### src/rtl/escalonador_jogo_pkg.sv
// -----------------------------------------------------------------------------
// escalonador_jogo_pkg
// Shared definitions for the game-tick scheduler: FSM state encodings (also the
// db_estado codes shown on the hexa7seg display), difficulty mode codes, speed
// level width and the effective-period helper used by the top.
// -----------------------------------------------------------------------------
package escalonador_jogo_pkg;

  typedef enum logic [3:0] {
    PARADO   = 4'd0,
    CONTANDO = 4'd1,
    PAUSADO  = 4'd2,
    ESGOTADO = 4'd3
  } estado_t;

  localparam logic [1:0] MODO_FACIL  = 2'd0;  // base period << 2
  localparam logic [1:0] MODO_MEDIO  = 2'd1;  // base period << 1
  localparam logic [1:0] MODO_BASE   = 2'd2;  // base period
  localparam logic [1:0] MODO_RAPIDO = 2'd3;  // base period >> 1

  localparam int NIVEL_W = 2;

  // Map-step period in clock cycles for a given mode and speed level.
  // Floored at 2 so tick_mapa can never be high on two consecutive cycles.
  function automatic int unsigned periodo_efetivo(input int unsigned       base,
                                                  input logic [1:0]        modo,
                                                  input logic [NIVEL_W-1:0] nivel);
    int unsigned p;
    case (modo)
      MODO_FACIL:  p = base << 2;
      MODO_MEDIO:  p = base << 1;
      MODO_BASE:   p = base;
      default:     p = base >> 1;
    endcase
    p = p >> nivel;
    if (p < 2) p = 2;
    return p;
  endfunction

endpackage

### src/rtl/escalonador_jogo_contador_limite.sv
// -----------------------------------------------------------------------------
// escalonador_jogo_contador_limite
// Wrapping counter with synchronous clear and a terminal-count flag.
//   clock  in        rising-edge clock
//   reset  in        asynchronous active-low reset
//   en     in        count enable
//   clr    in        synchronous clear (wins over en)
//   limite in  [W]   last value before wrapping to 0
//   fim    out       high while the count equals limite
// -----------------------------------------------------------------------------
module escalonador_jogo_contador_limite #(
  parameter int W = 4
) (
  input  logic         clock,
  input  logic         reset,
  input  logic         en,
  input  logic         clr,
  input  logic [W-1:0] limite,
  output logic         fim
);

  logic [W-1:0] cnt_q, cnt_d;

  always_comb begin
    cnt_d = cnt_q;
    if (clr) begin
      cnt_d = '0;
    end else if (en) begin
      cnt_d = (cnt_q == limite) ? '0 : cnt_q + W'(1);
    end
  end

  always_ff @(posedge clock or negedge reset) begin
    if (!reset) cnt_q <= '0;
    else        cnt_q <= cnt_d;
  end

  assign fim = (cnt_q == limite);

endmodule

### src/rtl/escalonador_jogo.sv
// -----------------------------------------------------------------------------
// escalonador_jogo
// Game-tick scheduler: emits the periodic map-advance pulse at a rate chosen by
// the difficulty mode and raises timeout after a long stretch without moves.
// Optional feature macro: ACELERACAO_EN (speed levels that shorten the period
// every PASSOS_NIVEL map steps; without it nivel is tied to 0).
//   clock      in       rising-edge clock
//   reset      in       asynchronous active-low reset
//   zera       in       synchronous clear of all state
//   habilita   in       level, game running
//   pausa      in       level, freezes counting
//   modo       in  [2]  difficulty, latched on PARADO->CONTANDO
//   movimento  in       one-cycle pulse per accepted player move
//   tick_mapa  out      one-cycle registered pulse: advance map
//   timeout    out      high while in ESGOTADO
//   nivel      out [2]  current speed level
//   db_estado  out [4]  state code for display
// -----------------------------------------------------------------------------
module escalonador_jogo
  import escalonador_jogo_pkg::*;
#(
  parameter int unsigned PERIODO_BASE   = 25_000_000,
  parameter int unsigned TIMEOUT_CICLOS = 250_000_000,
  parameter int unsigned PASSOS_NIVEL   = 8,
  parameter int unsigned NIVEL_MAX      = 3
) (
  input  logic               clock,
  input  logic               reset,
  input  logic               zera,
  input  logic               habilita,
  input  logic               pausa,
  input  logic [1:0]         modo,
  input  logic               movimento,
  output logic               tick_mapa,
  output logic               timeout,
  output logic [NIVEL_W-1:0] nivel,
  output logic [3:0]         db_estado
);

  localparam int CW = ($clog2(PERIODO_BASE << 2) > 0) ? $clog2(PERIODO_BASE << 2) : 1;
  localparam int IW = ($clog2(TIMEOUT_CICLOS) > 0) ? $clog2(TIMEOUT_CICLOS) : 1;
  localparam logic [IW-1:0] IDLE_LIM = IW'(TIMEOUT_CICLOS - 1);

  estado_t            estado_q, estado_d;
  logic [1:0]         modo_q, modo_d;
  logic               tick_q, tick_d;
  logic [NIVEL_W-1:0] nivel_atual;

  logic               ativo, mov_ok, limpa;
  logic               tick_fim, idle_fim;
  logic               tick_evt, timeout_evt;
  logic [CW-1:0]      tick_lim;

  // Counting happens in CONTANDO and also in the PAUSADO cycle where pausa has
  // dropped, so a tick held back by a pause comes out on the first cycle after.
  assign ativo  = !zera && habilita && !pausa &&
                  ((estado_q == CONTANDO) || (estado_q == PAUSADO));
  assign mov_ok = ativo && movimento && (estado_q == CONTANDO);
  assign limpa  = zera || !habilita || (estado_q == PARADO);

  // A move on the last idle cycle clears the idle count instead of timing out;
  // the tick due on the timeout cycle is dropped since ESGOTADO never ticks.
  assign timeout_evt = ativo && idle_fim && !mov_ok;
  assign tick_evt    = ativo && tick_fim && !timeout_evt;

  assign tick_lim = CW'(periodo_efetivo(PERIODO_BASE, modo_q, nivel_atual) - 1);

  escalonador_jogo_contador_limite #(.W(CW)) u_cnt_tick (
    .clock  (clock),
    .reset  (reset),
    .en     (ativo),
    .clr    (limpa),
    .limite (tick_lim),
    .fim    (tick_fim)
  );

  escalonador_jogo_contador_limite #(.W(IW)) u_cnt_idle (
    .clock  (clock),
    .reset  (reset),
    .en     (ativo),
    .clr    (limpa || mov_ok),
    .limite (IDLE_LIM),
    .fim    (idle_fim)
  );

`ifdef ACELERACAO_EN
  localparam int SW = ($clog2(PASSOS_NIVEL) > 0) ? $clog2(PASSOS_NIVEL) : 1;

  logic [NIVEL_W-1:0] nivel_q, nivel_d;
  logic               passo_fim;

  escalonador_jogo_contador_limite #(.W(SW)) u_cnt_passo (
    .clock  (clock),
    .reset  (reset),
    .en     (tick_evt),
    .clr    (limpa),
    .limite (SW'(PASSOS_NIVEL - 1)),
    .fim    (passo_fim)
  );

  // The level changes on the same edge the tick counter wraps to 0, so the
  // shorter period starts cleanly with the next window. Kept across habilita=0.
  always_comb begin
    nivel_d = nivel_q;
    if (zera) begin
      nivel_d = '0;
    end else if (tick_evt && passo_fim && (32'(nivel_q) < NIVEL_MAX)) begin
      nivel_d = nivel_q + NIVEL_W'(1);
    end
  end

  always_ff @(posedge clock or negedge reset) begin
    if (!reset) nivel_q <= '0;
    else        nivel_q <= nivel_d;
  end

  assign nivel_atual = nivel_q;
`else
  logic unused_cfg;
  assign unused_cfg  = ^{PASSOS_NIVEL, NIVEL_MAX};
  assign nivel_atual = '0;
`endif

  // Priority: zera > habilita low > pausa > counting.
  always_comb begin
    estado_d = estado_q;
    modo_d   = modo_q;
    tick_d   = 1'b0;
    if (zera) begin
      estado_d = PARADO;
      modo_d   = '0;
    end else if (!habilita) begin
      estado_d = PARADO;
    end else begin
      case (estado_q)
        PARADO: begin
          estado_d = CONTANDO;
          modo_d   = modo;
        end
        CONTANDO, PAUSADO: begin
          if (pausa) begin
            estado_d = PAUSADO;
          end else if (timeout_evt) begin
            estado_d = ESGOTADO;
          end else begin
            estado_d = CONTANDO;
            tick_d   = tick_evt;
          end
        end
        ESGOTADO: estado_d = ESGOTADO;
        default:  estado_d = PARADO;
      endcase
    end
  end

  always_ff @(posedge clock or negedge reset) begin
    if (!reset) begin
      estado_q <= PARADO;
      modo_q   <= '0;
      tick_q   <= 1'b0;
    end else begin
      estado_q <= estado_d;
      modo_q   <= modo_d;
      tick_q   <= tick_d;
    end
  end

  assign tick_mapa = tick_q;
  assign timeout   = (estado_q == ESGOTADO);
  assign nivel     = nivel_atual;
  assign db_estado = estado_q;

endmodule

### config.mk
export PLATFORM = sky130hd
export DESIGN_NAME = escalonador_jogo
export DESIGN_NICKNAME = d
export VERILOG_FILES = /design/src/rtl/escalonador_jogo_pkg.sv /design/src/rtl/escalonador_jogo_contador_limite.sv /design/src/rtl/escalonador_jogo.sv
export SDC_FILE = /design/constraint.sdc
export NUM_CORES = 1
export LEC_CHECK = 0
export ABC_CLOCK_PERIOD_IN_PS = 2500
export BUFFER_PORTS_ARGS = -buffer_cell sky130_fd_sc_hd__buf_4
export CAP_MARGIN = 20
export CORE_UTILIZATION = 29
export CTS_BUF_LIST = sky130_fd_sc_hd__clkbuf_8
export DETAILED_ROUTE_END_ITERATION = 10
export GPL_TIMING_DRIVEN = 0
export PLACE_DENSITY = 0.48
export SKIP_LAST_GASP = 1
export SLEW_MARGIN = 15
export SYNTH_ARGS = -nofsm -noshare
export SYNTH_HDL_FRONTEND = slang
export SYNTH_SLANG_ARGS = --single-unit
### constraint.sdc
create_clock -name clock -period 2.5 [get_ports clock]
set_clock_uncertainty 0.15 [all_clocks]
set_input_delay 0.5 -clock clock [delete_from_list [all_inputs] [get_ports clock]]
set_output_delay 0.5 -clock clock [all_outputs]
set_load 0.1 [all_outputs]
==> results.txt, run 1 <==
The run finished with clean final reports. After synthesis the cells add up to 0.00342 mm^2. The path class of the lowest-slack min-delay path was primary input to async pin. The final layout contains routed wiring with a total length of 7750 um. The later pin in the worst-skew pair is clocked with a latency of 340 ps. The pre-antenna-repair detailed-routing pass consisted of 4 iterations. The clock-pin slew on the worst setup and hold paths is 70 ps. The share of synthesized flip-flops with an asynchronous set or reset was 1.00; the number of buffers on the longest clock path was 2. During I/O placement, the number of pins put on the boundary was 16. The count of final setup violators is 0. Dividing total power by cell area gives a power density of 500 mW/mm^2. The congestion estimate from routability-driven global placement came to 0.775.

Counting the buffers created by CTS gives 9. Among all cell types in the netlist, the one instantiated most often is sky130_fd_sc_hd__nor2_1. Final routed wire length divided by cell count: 14.2 um. Global routing finished with a remaining overflow of 0. The number of hold violations in the final report came out at 0. The logs give 262 uV for the peak supply drop and 2430 ps for the critical path arrival. Data on the critical path is required at its endpoint by 2570 ps. The flip-flop and latch count after synthesis came out at 60. After legalization and detailed placement, the total HPWL measured 5480 um.

The depth of the worst register-to-register path is 9, and the number of clock sinks is 60. Ranked by instance count, the synthesized netlist is headed by sky130_fd_sc_hd__nor2_1, sky130_fd_sc_hd__dfrtp_1, sky130_fd_sc_hd__nand2_1. The post-layout instance area was 0.00398 mm^2.

Using the TritonRoute via totals, the vias-per-cell ratio works out to 4.91. For the number of nets at the end of the flow, the log shows 413. The initial antenna violation count was 0. Along the worst path, the maximum fanout reaches 10. The number of global-route vias before repair came out at 2634. In this run the critical register-to-register path is launched from db_estado[0]$_DFF_PN0_. The most common flop cell mapped by yosys was sky130_fd_sc_hd__dfrtp_1. The layout cell share with drive strength beyond 1 came out at 0.163. The top-area cell type share of the netlist area works out to 0.439. The tools report the normalized max-slew margin as 0.467. The worst setup path is launched from a flip-flop.

Clock tree synthesis selected as its root buffer the cell sky130_fd_sc_hd__clkbuf_8. The tools report the DRC violation total after the first TritonRoute iteration as 105. Synthesis produced a netlist whose cell count is 373. The sequential-to-total area share from yosys stat was 0.439; the distinct cell type count after synthesis was 56.

The analysis attributes to cell leakage a power of 1.52 nW. Sorting the synthesized cells by area gives the leading types as sky130_fd_sc_hd__dfrtp_1, sky130_fd_sc_hd__nor2_1, sky130_fd_sc_hd__xnor2_1, sky130_fd_sc_hd__xor2_1, sky130_fd_sc_hd__nand2_1. For the remaining antenna violation count after routing, the log shows 0. Number of warnings issued by yosys: 0.

The worst setup path is captured at a flip-flop. The worst register-to-register path has a setup slack of 140 ps. The run gives 0 as the count of final max-slew check failures.

Relative area change from synthesis to final layout: 16.4%. Number of enable flip-flop cells after synthesis: 0. TritonCTS built the clock tree. The total via count in the routed design was 2688; the number of max-cap violations was 0. The run gives 0.0122 mm^2 as the die area.

In this run the worst setup path terminates at u_cnt_idle.cnt_q[26]$_DFFE_PN0P_. The synthesized area per cell was 9.17 um^2; the count of input and output buffers was 11. The slew at the pin closest to its max-slew limit is 800 ps. The total area inside the core boundary comes to 0.0115 mm^2. Entering global routing, the biggest net connects 61 pins. The shortest period the worst path allows came out at 2360 ps.

In this run the critical register-to-register path is captured at u_cnt_idle.cnt_q[26]$_DFFE_PN0P_. The final core utilization is 0.347, and the DRC violation count after routing is 0. The floorplan step set the die height to 111 um.

The total inserted antenna cells was 0. Timing startpoint of the critical path: db_estado[0]$_DFF_PN0_. The floorplan has 39 rows. Derived from the worst setup path, the maximum achievable clock frequency is 424 MHz. The maximum level of the CTS H-tree was 3. The run gives 0.298 as the starting density of the core. The tools report the global-route total usage across every layer as 0.136. The share of the cycle needed by the critical path after routing is 0.944.

The largest total area in the synthesized netlist belongs to sky130_fd_sc_hd__dfrtp_1. Wire length of the first global-routing pass: 13300 um. From left edge to right edge, the die measures 111 um.

Classification of the worst setup path: flip-flop to flip-flop. Cell area after placement: 0.00372 mm^2.
-- registers in the layout, indices dropped and copies added, names as in the netlist --
signal,count
u_cnt_idle.cnt_q,28
u_cnt_tick.cnt_q,27
db_estado,2
modo_q,2
tick_mapa,1
-- cell type report --
type	instances	area, um^2
Multi-Input combinational cell	290	1850
Tap cell	143	179
Clock inverter	5	52.6
Fill cell	1170	7480
Buffer	15	115
Clock buffer	10	138
Sequential cell	60	1510
Timing Repair Buffer	13	97.6
Inverter	11	41.3
-- cells in the final DEF, fill, tap and decap left out, types with 3 or more instances in the layout --
master	n
sky130_fd_sc_hd__nor2b_1	4
sky130_fd_sc_hd__nand3_1	19
sky130_fd_sc_hd__buf_4	19
sky130_fd_sc_hd__a22oi_1	3
sky130_fd_sc_hd__ha_1	4
sky130_fd_sc_hd__nor4_1	5
sky130_fd_sc_hd__o21ai_0	6
sky130_fd_sc_hd__and4_1	4
sky130_fd_sc_hd__nor3_1	8
sky130_fd_sc_hd__clkinv_2	3
sky130_fd_sc_hd__inv_1	9
sky130_fd_sc_hd__nor4b_1	3
sky130_fd_sc_hd__clkbuf_8	11
sky130_fd_sc_hd__nor3b_1	3
sky130_fd_sc_hd__xnor2_1	27
sky130_fd_sc_hd__and3_1	6
sky130_fd_sc_hd__nor3_2	3
sky130_fd_sc_hd__xor2_1	22
sky130_fd_sc_hd__nand4_1	11
sky130_fd_sc_hd__conb_1	4
sky130_fd_sc_hd__dfrtp_1	58
sky130_fd_sc_hd__a21oi_1	11
sky130_fd_sc_hd__buf_6	3
sky130_fd_sc_hd__nand2b_1	5
sky130_fd_sc_hd__nand2_1	37
sky130_fd_sc_hd__nor2_1	66
-- critical path, stage by stage, from the launching register on --
cell and delay (ps):
sky130_fd_sc_hd__dfrtp_4 430, sky130_fd_sc_hd__inv_2 50, sky130_fd_sc_hd__ha_4 170, sky130_fd_sc_hd__or3b_4 400, sky130_fd_sc_hd__buf_6 170, sky130_fd_sc_hd__o211a_4 250
sky130_fd_sc_hd__and3_1 220, sky130_fd_sc_hd__and4_1 220, sky130_fd_sc_hd__xnor2_1 130, sky130_fd_sc_hd__nor2_1 50
-- report_power, final --
group          internal (mW)  switching, mW  total, mW
Combinational         0.0379          0.103      0.141
Clock                  0.477          0.393      0.870
Sequential             0.974        0.00508      0.980
Total                   1.49          0.502       1.99
-- through the flow --
step / setup WS [ps] / cells / hold WS [ps] / setup TNS [ps] / power (mW)
floorplan: 4.09 / 376 / 54.4 / 0 / 1.09
global placement: -124 / 530 / 360 / -2300 / 1.14
detailed placement: -106 / 530 / 378 / -1900 / 1.14
CTS: 22.1 / 546 / 125 / 0 / 2.01
global route: -2.16 / 547 / 155 / -2.16 / 2.07
finish: 140 / 547 / 67.7 / 0 / 1.99
-- repair_timing --
action,CTS,global route
buffers inserted,1,1
pin swaps,1,2
hold buffers,0,0
cloned,0,0
resized for setup,0,13
endpoints found under the setup margin,20,46
-- metal layers --
| layer | wire length (um) | up-vias | track usage | share of wire |
|---|---|---|---|---|
| met2 | 3490 | 40 | 0.203 | 0.45 |
| met1 | 3890 | 1310 | 0.194 | 0.50 |
| met5 | 0 | - | 0 | 0 |
| li1 | - | 1328 | - | - |
| met3 | 236 | 10 | 0.0225 | 0.030 |
| met4 | 133 | 0 | 0.0604 | 0.017 |
-- worst min path at each step --
stage	start	endpoint	slack [ps]	depth (start not counted)
after global placement	u_cnt_tick.cnt_q[0]$_DFFE_PN0P_	u_cnt_tick.cnt_q[0]$_DFFE_PN0P_	360	1
after floorplan	reset	modo_q[0]$_DFFE_PN0P_	50	0
after detailed placement	u_cnt_tick.cnt_q[0]$_DFFE_PN0P_	u_cnt_tick.cnt_q[0]$_DFFE_PN0P_	380	1
after global routing	reset	u_cnt_tick.cnt_q[22]$_DFFE_PN0P_	160	1
final	reset	u_cnt_tick.cnt_q[22]$_DFFE_PN0P_	70	1
after CTS	reset	u_cnt_tick.cnt_q[22]$_DFFE_PN0P_	120	1
-- cells by family after synthesis --
kind of cell | Yosys count | share of synthesized area
xor gates and xnor gates | 49 | 0.125
buffers and inverters | 26 | 0.0406
and+or+nand+nor | 196 | 0.301
adders and majority gates | 5 | 0.0183
other | 1 | 0.00110
AOI/OAI and AO/OA | 36 | 0.0742
DFF | 60 | 0.439
No activity file was read; power rests on OpenSTA's default activity.
==> run 2: changes to the inputs <==
--- a/config.mk
+++ b/config.mk
@@ -8,6 +8,7 @@
 export ABC_CLOCK_PERIOD_IN_PS = 2500
 export BUFFER_PORTS_ARGS = -buffer_cell sky130_fd_sc_hd__buf_4
 export CAP_MARGIN = 20
+export CORE_MARGIN = 4
 export CORE_UTILIZATION = 29
 export CTS_BUF_LIST = sky130_fd_sc_hd__clkbuf_8
 export DETAILED_ROUTE_END_ITERATION = 10
==> run 2 against run 1 <==
Worst hold slack worse by 9.8 ps. Setup slack worse by 15 ps. Die area rose by 11%. Flip-flop and latch count stayed put. Critical path depth shrank 1. Clock-buffer cell count down 1. Critical endpoint is now u_cnt_tick.cnt_q[8]$_DFFE_PN0P_. Combinational power about the same. Sequential power about the same. Sequential share of layout area down 0.68 points. Register-to-register slack hardly changed. Critical path type unchanged.
==> results.txt, run 2 (synthesized netlist as in run 1, its figures left out) <==
The flow ran to the end, and the final reports show no timing, DRC or antenna violations. Timing would allow up to 421 MHz. Dividing the detail-routed wire length by the instance count gives 14.1 um. At the end of the flow, the number of nets in the layout was 419.

The logs give 2450 ps for the critical path arrival and 1.58 mW for the cell-internal power. Final core utilization: 0.354. The layout cell share with drive strength beyond 1 works out to 0.175.

For the worst-skew pair, the clock arrives at the later sink with an insertion delay of 340 ps. CTS placed an instance of sky130_fd_sc_hd__clkbuf_8 at the clock tree root. The endpoint class of the critical path was a flip-flop.

Detailed routing inserted a total of 2699 vias. Startpoint of the worst register-to-register path: db_estado[0]$_DFF_PN0_. The core region area was 0.0115 mm^2; the global-route total usage across every layer was 0.124. Measured along the y axis, the die boundary spans 117 um. The run gives 0.068 as the part of the power in combinational logic. For the number of hold violations in the final report, the log shows 0. The element type at the critical path start is a flip-flop.

Entering global routing, the biggest net connects 61 pins. Proportion of total power due to net switching: 0.255. The critical path is of the flip-flop to flip-flop type.

The total grt overflow was 0. The DRC violation total after the first TritonRoute iteration was 108. The wire length of the first global-routing pass was 13200 um; the number of optimization iterations in the first detailed-route pass was 4. For the worst flop-to-flop path, the logic depth is 8. Data on the critical path is required at its endpoint by 2570 ps. Share of the cycle needed by the critical path after routing: 0.950. After clock tree synthesis, the clock-pin slew on the worst setup and hold paths is 80 ps. After detailed routing, the number of remaining DRC violations is 0.

The remaining antenna violation count after routing came out at 0. The initial antenna violation count is 0. The signal on the critical path passes through inv_2, ha_4, nor3b_1, a21oi_1, nand2_1, nor2_1, xnor2_1, nor2_1. Routability-driven placement finished with a final weighted congestion of 0.798. For this block, the routed nets add up to 7820 um of wire.

The commonest non-fill, non-tap cell in the layout is sky130_fd_sc_hd__nor2_1. For the number of rows in the core area, the log shows 39. The flip-flop count of the largest register, all copies and words added is 28.

Setup repair after global routing could not meet its margin everywhere. Count of hold-fix buffers inserted at cts: 0. Using the TritonRoute via totals, the vias-per-cell ratio works out to 4.87. The starting density of the core came out at 0.298.

The cell that appears most often on the critical path is sky130_fd_sc_hd__nor2_1. In this run the power density over the cells is 523 mW/mm^2. Leaving out fill and tap cells, the most frequent cells in the layout are sky130_fd_sc_hd__nor2_1, sky130_fd_sc_hd__dfrtp_1, sky130_fd_sc_hd__nand2_1, sky130_fd_sc_hd__xnor2_1, sky130_fd_sc_hd__buf_4. For the number of clock sinks, the log shows 60. The cell type of the slowest stage on the worst timing path was sky130_fd_sc_hd__nor3b_1.

The tool flagged a number of max-cap violations equal to 0. The slew at the pin closest to its max-slew limit is 868 ps. The number of antenna diodes in the final layout is 0. The tools report the critical register-to-register path endpoint as u_cnt_tick.cnt_q[8]$_DFFE_PN0P_. Internal reg-to-reg setup slack: 130 ps. The HPWL after detailed placement is 5490 um. The run gives 2 as the number of buffers on the longest clock path. The normalized max-slew margin was 0.420; the largest stage delay on the critical path was 700 ps. Along the worst path, the maximum fanout reaches 6. The net switching power figure was 0.542 mW. The most critical setup path has its startpoint at db_estado[0]$_DFF_PN0_. The logs give 0.461 for the sequential share of power and 0 for the count of final max-slew check failures. The H-tree generated during clock tree synthesis spans 3 levels. TritonCTS built the clock tree. The clock network power share came out at 0.471. In the final layout, the registers with the most flip-flops are u_cnt_idle.cnt_q (28), u_cnt_tick.cnt_q (27). Buffers inserted during clock tree synthesis total 9. The shortest period the worst path allows came out at 2370 ps. The run gives 2611 as the number of global-route vias before repair. The count of final setup violators was 0. Compared with the post-synthesis result, the final layout area differs by 18.5%.

In this run the horizontal extent of the chip is 117 um. For this design the static power due to leakage is 1.56 nW. The tightest hold path in the finished design has a slack of 57.9 ps. Path class of the lowest-slack min-delay path: primary input to async pin. The die covers 0.0136 mm^2. Input and output buffers added on the ports amount to 11. Ranked by flip-flop count, first place goes to u_cnt_idle.cnt_q. The logs give 16 for the count of pins on the block boundary and 254 uV for the peak supply drop.
-- run 2: critical path, delay by kind of cell (launching register included) --
kind                       cells  cell delay (ps)
xor gates and xnor gates       1              140
AOI/OAI and AO/OA              1              290
DFF                            1              440
buffers and inverters          1               50
adders and majority gates      1              170
and+or+nand+nor                4             1020
-- run 2: power groups by stage --
| stage | Sequential (mW) | Clock, mW | Combinational, mW |
|---|---|---|---|
| floorplan | 1.01 | 0 | 0.0787 |
| global placement | 0.998 | 0 | 0.138 |
| detailed placement | 0.998 | 0 | 0.139 |
| CTS | 0.979 | 1.03 | 0.139 |
| global route | 0.979 | 1.08 | 0.158 |
| finish | 0.979 | 1.00 | 0.144 |
-- run 2: repair_timing --
item                                    CTS  global route
endpoints found under the setup margin   20            47
setup buffers                             1             7
resized for setup                         0            11
pin swaps                                 1             3
-- run 2: cell type report --
| type | count | area, um^2 |
|---|---|---|
| Buffer | 15 | 115 |
| Clock buffer | 9 | 124 |
| Clock inverter | 7 | 101 |
| Fill cell | 1156 | 7410 |
| Inverter | 11 | 41.3 |
| Multi-Input combinational cell | 290 | 1840 |
| Sequential cell | 60 | 1510 |
| Tap cell | 143 | 179 |
| Timing Repair Buffer | 19 | 143 |
-- run 2: how the worst max path moves through the flow --
stage                                            end  slack (ps)  depth (start not counted)
detailed placement  u_cnt_tick.cnt_q[24]$_DFFE_PN0P_         -90                          8
finish               u_cnt_tick.cnt_q[8]$_DFFE_PN0P_         130                          8
CTS                 u_cnt_idle.cnt_q[26]$_DFFE_PN0P_          30                          9
global placement    u_cnt_tick.cnt_q[15]$_DFFE_PN0P_        -120                          8
global route         u_cnt_tick.cnt_q[8]$_DFFE_PN0P_         -40                          8
floorplan           u_cnt_idle.cnt_q[26]$_DFFE_PN0P_           4                          9
-- run 2: stage by stage --
step	TNS, ps	cell area (um^2)	instances	total power [mW]	setup WS [ps]
2_1_floorplan	0	3460	376	1.09	4.09
3_3_place_gp	-2250	3720	530	1.14	-120
3_5_place_dp	-1620	3720	530	1.14	-93.0
4_1_cts	0	3960	547	2.15	26.5
5_1_grt	-109	4060	554	2.21	-43.6
6_report	0	4060	554	2.12	125
-- run 2: metal layers --
layer	GRT usage	wire, um	share of wire	vias up
li1	-	-	-	1343
met1	0.179	3940	0.50	1311
met2	0.184	3540	0.45	37
met3	0.0259	218	0.028	8
met4	0.0459	114	0.015	0
met5	0	0	0	-
==> run 3: changes to the inputs <==
--- a/config.mk
+++ b/config.mk
@@ -5,12 +5,13 @@
 export SDC_FILE = /design/constraint.sdc
 export NUM_CORES = 1
 export LEC_CHECK = 0
-export ABC_CLOCK_PERIOD_IN_PS = 2500
+export ABC_CLOCK_PERIOD_IN_PS = 2600
 export BUFFER_PORTS_ARGS = -buffer_cell sky130_fd_sc_hd__buf_4
 export CAP_MARGIN = 20
 export CORE_MARGIN = 4
 export CORE_UTILIZATION = 29
 export CTS_BUF_LIST = sky130_fd_sc_hd__clkbuf_8
+export CTS_CLUSTER_DIAMETER = 40
 export DETAILED_ROUTE_END_ITERATION = 10
 export GPL_TIMING_DRIVEN = 0
 export PLACE_DENSITY = 0.48
==> constraint.sdc (replaced) <==
create_clock -name clock -period 2.6 [get_ports clock]
set_clock_uncertainty 0.15 [all_clocks]
set_input_delay 0.52 -clock clock [delete_from_list [all_inputs] [get_ports clock]]
set_output_delay 0.52 -clock clock [all_outputs]
set_load 0.1 [all_outputs]
==> run 3 against run 2 <==
Non-clock buffer count decreased by 1. Clock-buffer cell count increased by 2. Combinational power decreased by 6%. First-iteration DRC count increased by 26%. Flip-flop and latch count unchanged. Via count decreased by 0.41%. Critical path type unchanged. Critical endpoint is now u_cnt_idle.cnt_q[26]$_DFFE_PN0P_.
==> results.txt, run 3 (synthesized netlist as in run 1, its figures left out) <==
Using the TritonRoute via totals, the vias-per-cell ratio works out to 4.86. In this run the power density over the cells is 462 mW/mm^2. In this run the power spent charging and discharging nets is 0.474 mW.

The run gives 0.346 as the final core utilization. Traced cell by cell, the critical path runs through inv_1, ha_2, or3b_1, clkbuf_4, o211a_4, and3_1, and4_1, xnor2_1, nor2_1. Leaving out fill and tap cells, the most frequent cells in the layout are sky130_fd_sc_hd__nor2_1, sky130_fd_sc_hd__dfrtp_1, sky130_fd_sc_hd__nand2_1, sky130_fd_sc_hd__xnor2_1, sky130_fd_sc_hd__buf_4.

In this run the vertical extent of the chip is 117 um. The number of cells in the finished layout apart from fillers is 553, and the length of routed met3 wiring is 208 um. The shortest period the worst path allows was 2480 ps; the clock latency on the worst-skew pair was 350 ps. For this design the static power due to leakage is 1.55 nW.

The highest metal layer with signal wires is met4. The logs give 39 for the number of rows in the core area and 0.484 for the normalized max-slew margin. Classification of the worst setup path: flip-flop to flip-flop.

The area growth from synthesis to layout is 16.0%. Largest fanout on the critical path: 10. Register name with the most flops: u_cnt_idle.cnt_q. Entering global routing, the biggest net connects 61 pins. For this run, design rule violations remaining after detail routing come to 0. At the placement stage, the worst setup path has a slack of 15.4 ps. The global-route total usage across every layer was 0.123. The register with the most flip-flops in the layout has 28 of them. The slew at the pin closest to its max-slew limit works out to 775 ps. The run gives 0 as the number of max-cap violations.

The largest registers in the layout are u_cnt_idle.cnt_q (28), u_cnt_tick.cnt_q (27). The total clock buffers created by CTS was 9. The part of the power in combinational logic is 0.074, and the critical path arrival is 2560 ps. Counting along the longest clock path gives a buffer depth of 2. For the clock network power share, the log shows 0.413.

The logs give 13300 um for the wire length of the first global-routing pass and 0.298 for the starting density of the core. The worst setup path is launched from a flip-flop. The total inserted antenna cells is 0, and the final routed wire length divided by cell count is 13.9 um.

The detailed router put a total of 3650 um of wire on met1. Hold is met by 93.2 ps. The final layout contains routed wiring with a total length of 7680 um. The internal power of the cells totals 1.36 mW. For this design the top-level I/O count stands at 16. The slowest stage of the critical path is the sky130_fd_sc_hd__dfrtp_4 cell. IR analysis of the VDD net gives a maximum drop of 266 uV. The run gives 0 as the number of hold violations in the final report. The buffer type at the clock tree root was sky130_fd_sc_hd__clkbuf_8. The number of buffers and inverters on the critical path is 2. Setup repair after global routing could not meet its margin everywhere.

Routability-driven placement finished with a final weighted congestion of 0.755. The count of final max-slew check failures is 0. Clock-pin slew was measured on the worst setup and hold paths at 60 ps. The layout cell share with drive strength beyond 1 was 0.163. For the worst setup slack after layout, the log shows 118 ps. The logs give 3720 um for the detailed-routed wire length on met2 and 3 for the maximum level of the CTS H-tree.

The category of cells accounting for the largest share of critical-path delay is simple AND/OR/NAND/NOR gates. The chip width was 117 um; the share of the cycle needed by the critical path after routing was 0.955. The largest stage delay on the critical path works out to 430 ps. The required arrival time at the worst endpoint is 2680 ps, and the maximum clock frequency is 403 MHz. For the number of cells in the design after placement, the log shows 530. Setup violations remaining at the end of the flow were counted as 0. TritonCTS built the clock tree. The clock drives 60 sinks. The worst hold path belongs to the class primary input to async pin. The run gives 0 as the initial antenna violation count. The run gives 0.0115 mm^2 as the core region area. For the number of optimization iterations in the first detailed-route pass, the log shows 4. Leaving out fill and tap cells, the most frequent cell in the layout is sky130_fd_sc_hd__nor2_1.

The endpoint class of the critical path is a flip-flop. In the final design database the tool counted 418 nets. The detailed router placed 2688 vias in this run. The die covers 0.0136 mm^2. The detailed router finished its first iteration with 136 violations. The proportion of total power due to net switching was 0.259; the number of global-route vias before repair was 2690. Sequential share of power: 0.514.

Summed over all nets, the half-perimeter wirelength after detailed placement is 5530 um. The remaining antenna violation count after routing was 0; the count of input and output buffers was 11. The flow ran to the end, and the final reports show no timing, DRC or antenna violations.

For this run the aggregate overflow at the end of global routing stands at 0.
[run 3: path summary, 6_finish.rpt]
| kind | endpoint | startpoint | slack (ps) | cells after the start |
|---|---|---|---|---|
| worst max-delay path | u_cnt_idle.cnt_q[26]$_DFFE_PN0P_ | db_estado[0]$_DFF_PN0_ | 120 | 9 |
| worst min-delay path | u_cnt_tick.cnt_q[12]$_DFFE_PN0P_ | reset | 90 | 1 |
| worst max register to register | u_cnt_idle.cnt_q[26]$_DFFE_PN0P_ | db_estado[0]$_DFF_PN0_ | 120 | 9 |
| worst min register to register | u_cnt_tick.cnt_q[0]$_DFFE_PN0P_ | u_cnt_tick.cnt_q[0]$_DFFE_PN0P_ | 390 | 1 |
| max in group asynchronous | db_estado[0]$_DFF_PN0_ | reset | 1610 | 1 |
| min in group clock | modo_q[1]$_DFFE_PN0P_ | zera | 210 | 2 |
[run 3: area by class of cell]
cell class                 count  area [um^2]
clock inverter                 5         21.3
timing repair buffer          18          135
sequential                    60         1510
clock buffer                  11          151
inverter                      11         41.3
multi-input combinational    290         1830
buffer                        15          104
tap                          143          179
fill                        1192         7500
[run 3: timing repair]
| item | in CTS | in global routing |
|---|---|---|
| gates resized for setup | 0 | 13 |
| hold buffers | 0 | 0 |
| gates cloned | 0 | 0 |
| hold endpoints to repair | 0 | 0 |
| pin swaps | 1 | 0 |
| endpoints found under the setup margin | 4 | 36 |
| buffers inserted | 0 | 7 |
[run 3: stage by stage]
step / total power [mW] / cell area (um^2) / setup TNS, ps
4_1_cts: 1.85 / 3870 / 0
6_report: 1.83 / 3970 / 0
3_3_place_gp: 1.09 / 3700 / -89.3
5_1_grt: 1.92 / 3970 / -10.7
3_5_place_dp: 1.09 / 3700 / 0
2_1_floorplan: 1.04 / 3440 / 0
[run 3: metal layers]
layer / vias to the layer above / track usage
li1: 1344 / -
met5: - / 0
met2: 25 / 0.198
met4: 0 / 0.0382
met3: 10 / 0.0415
met1: 1309 / 0.156
[run 3: power groups by stage]
stage | clock network (mW) | logic (mW) | registers (mW)
2_1_floorplan | 0 | 0.0732 | 0.967
3_3_place_gp | 0 | 0.129 | 0.960
3_5_place_dp | 0 | 0.130 | 0.959
4_1_cts | 0.782 | 0.130 | 0.942
5_1_grt | 0.832 | 0.149 | 0.941
6_report | 0.756 | 0.135 | 0.942
[run 3: worst register-to-register path, delay by kind of cell (launching register included)]
kind                     cells  cell delay [ps]
AND/OR/NAND/NOR              4              910
buffers and inverters        2              280
adder cells (fa/ha/maj)      1              220
AO/OA/AOI/OAI                1              270
XOR/XNOR                     1              130
flip-flops                   1              430
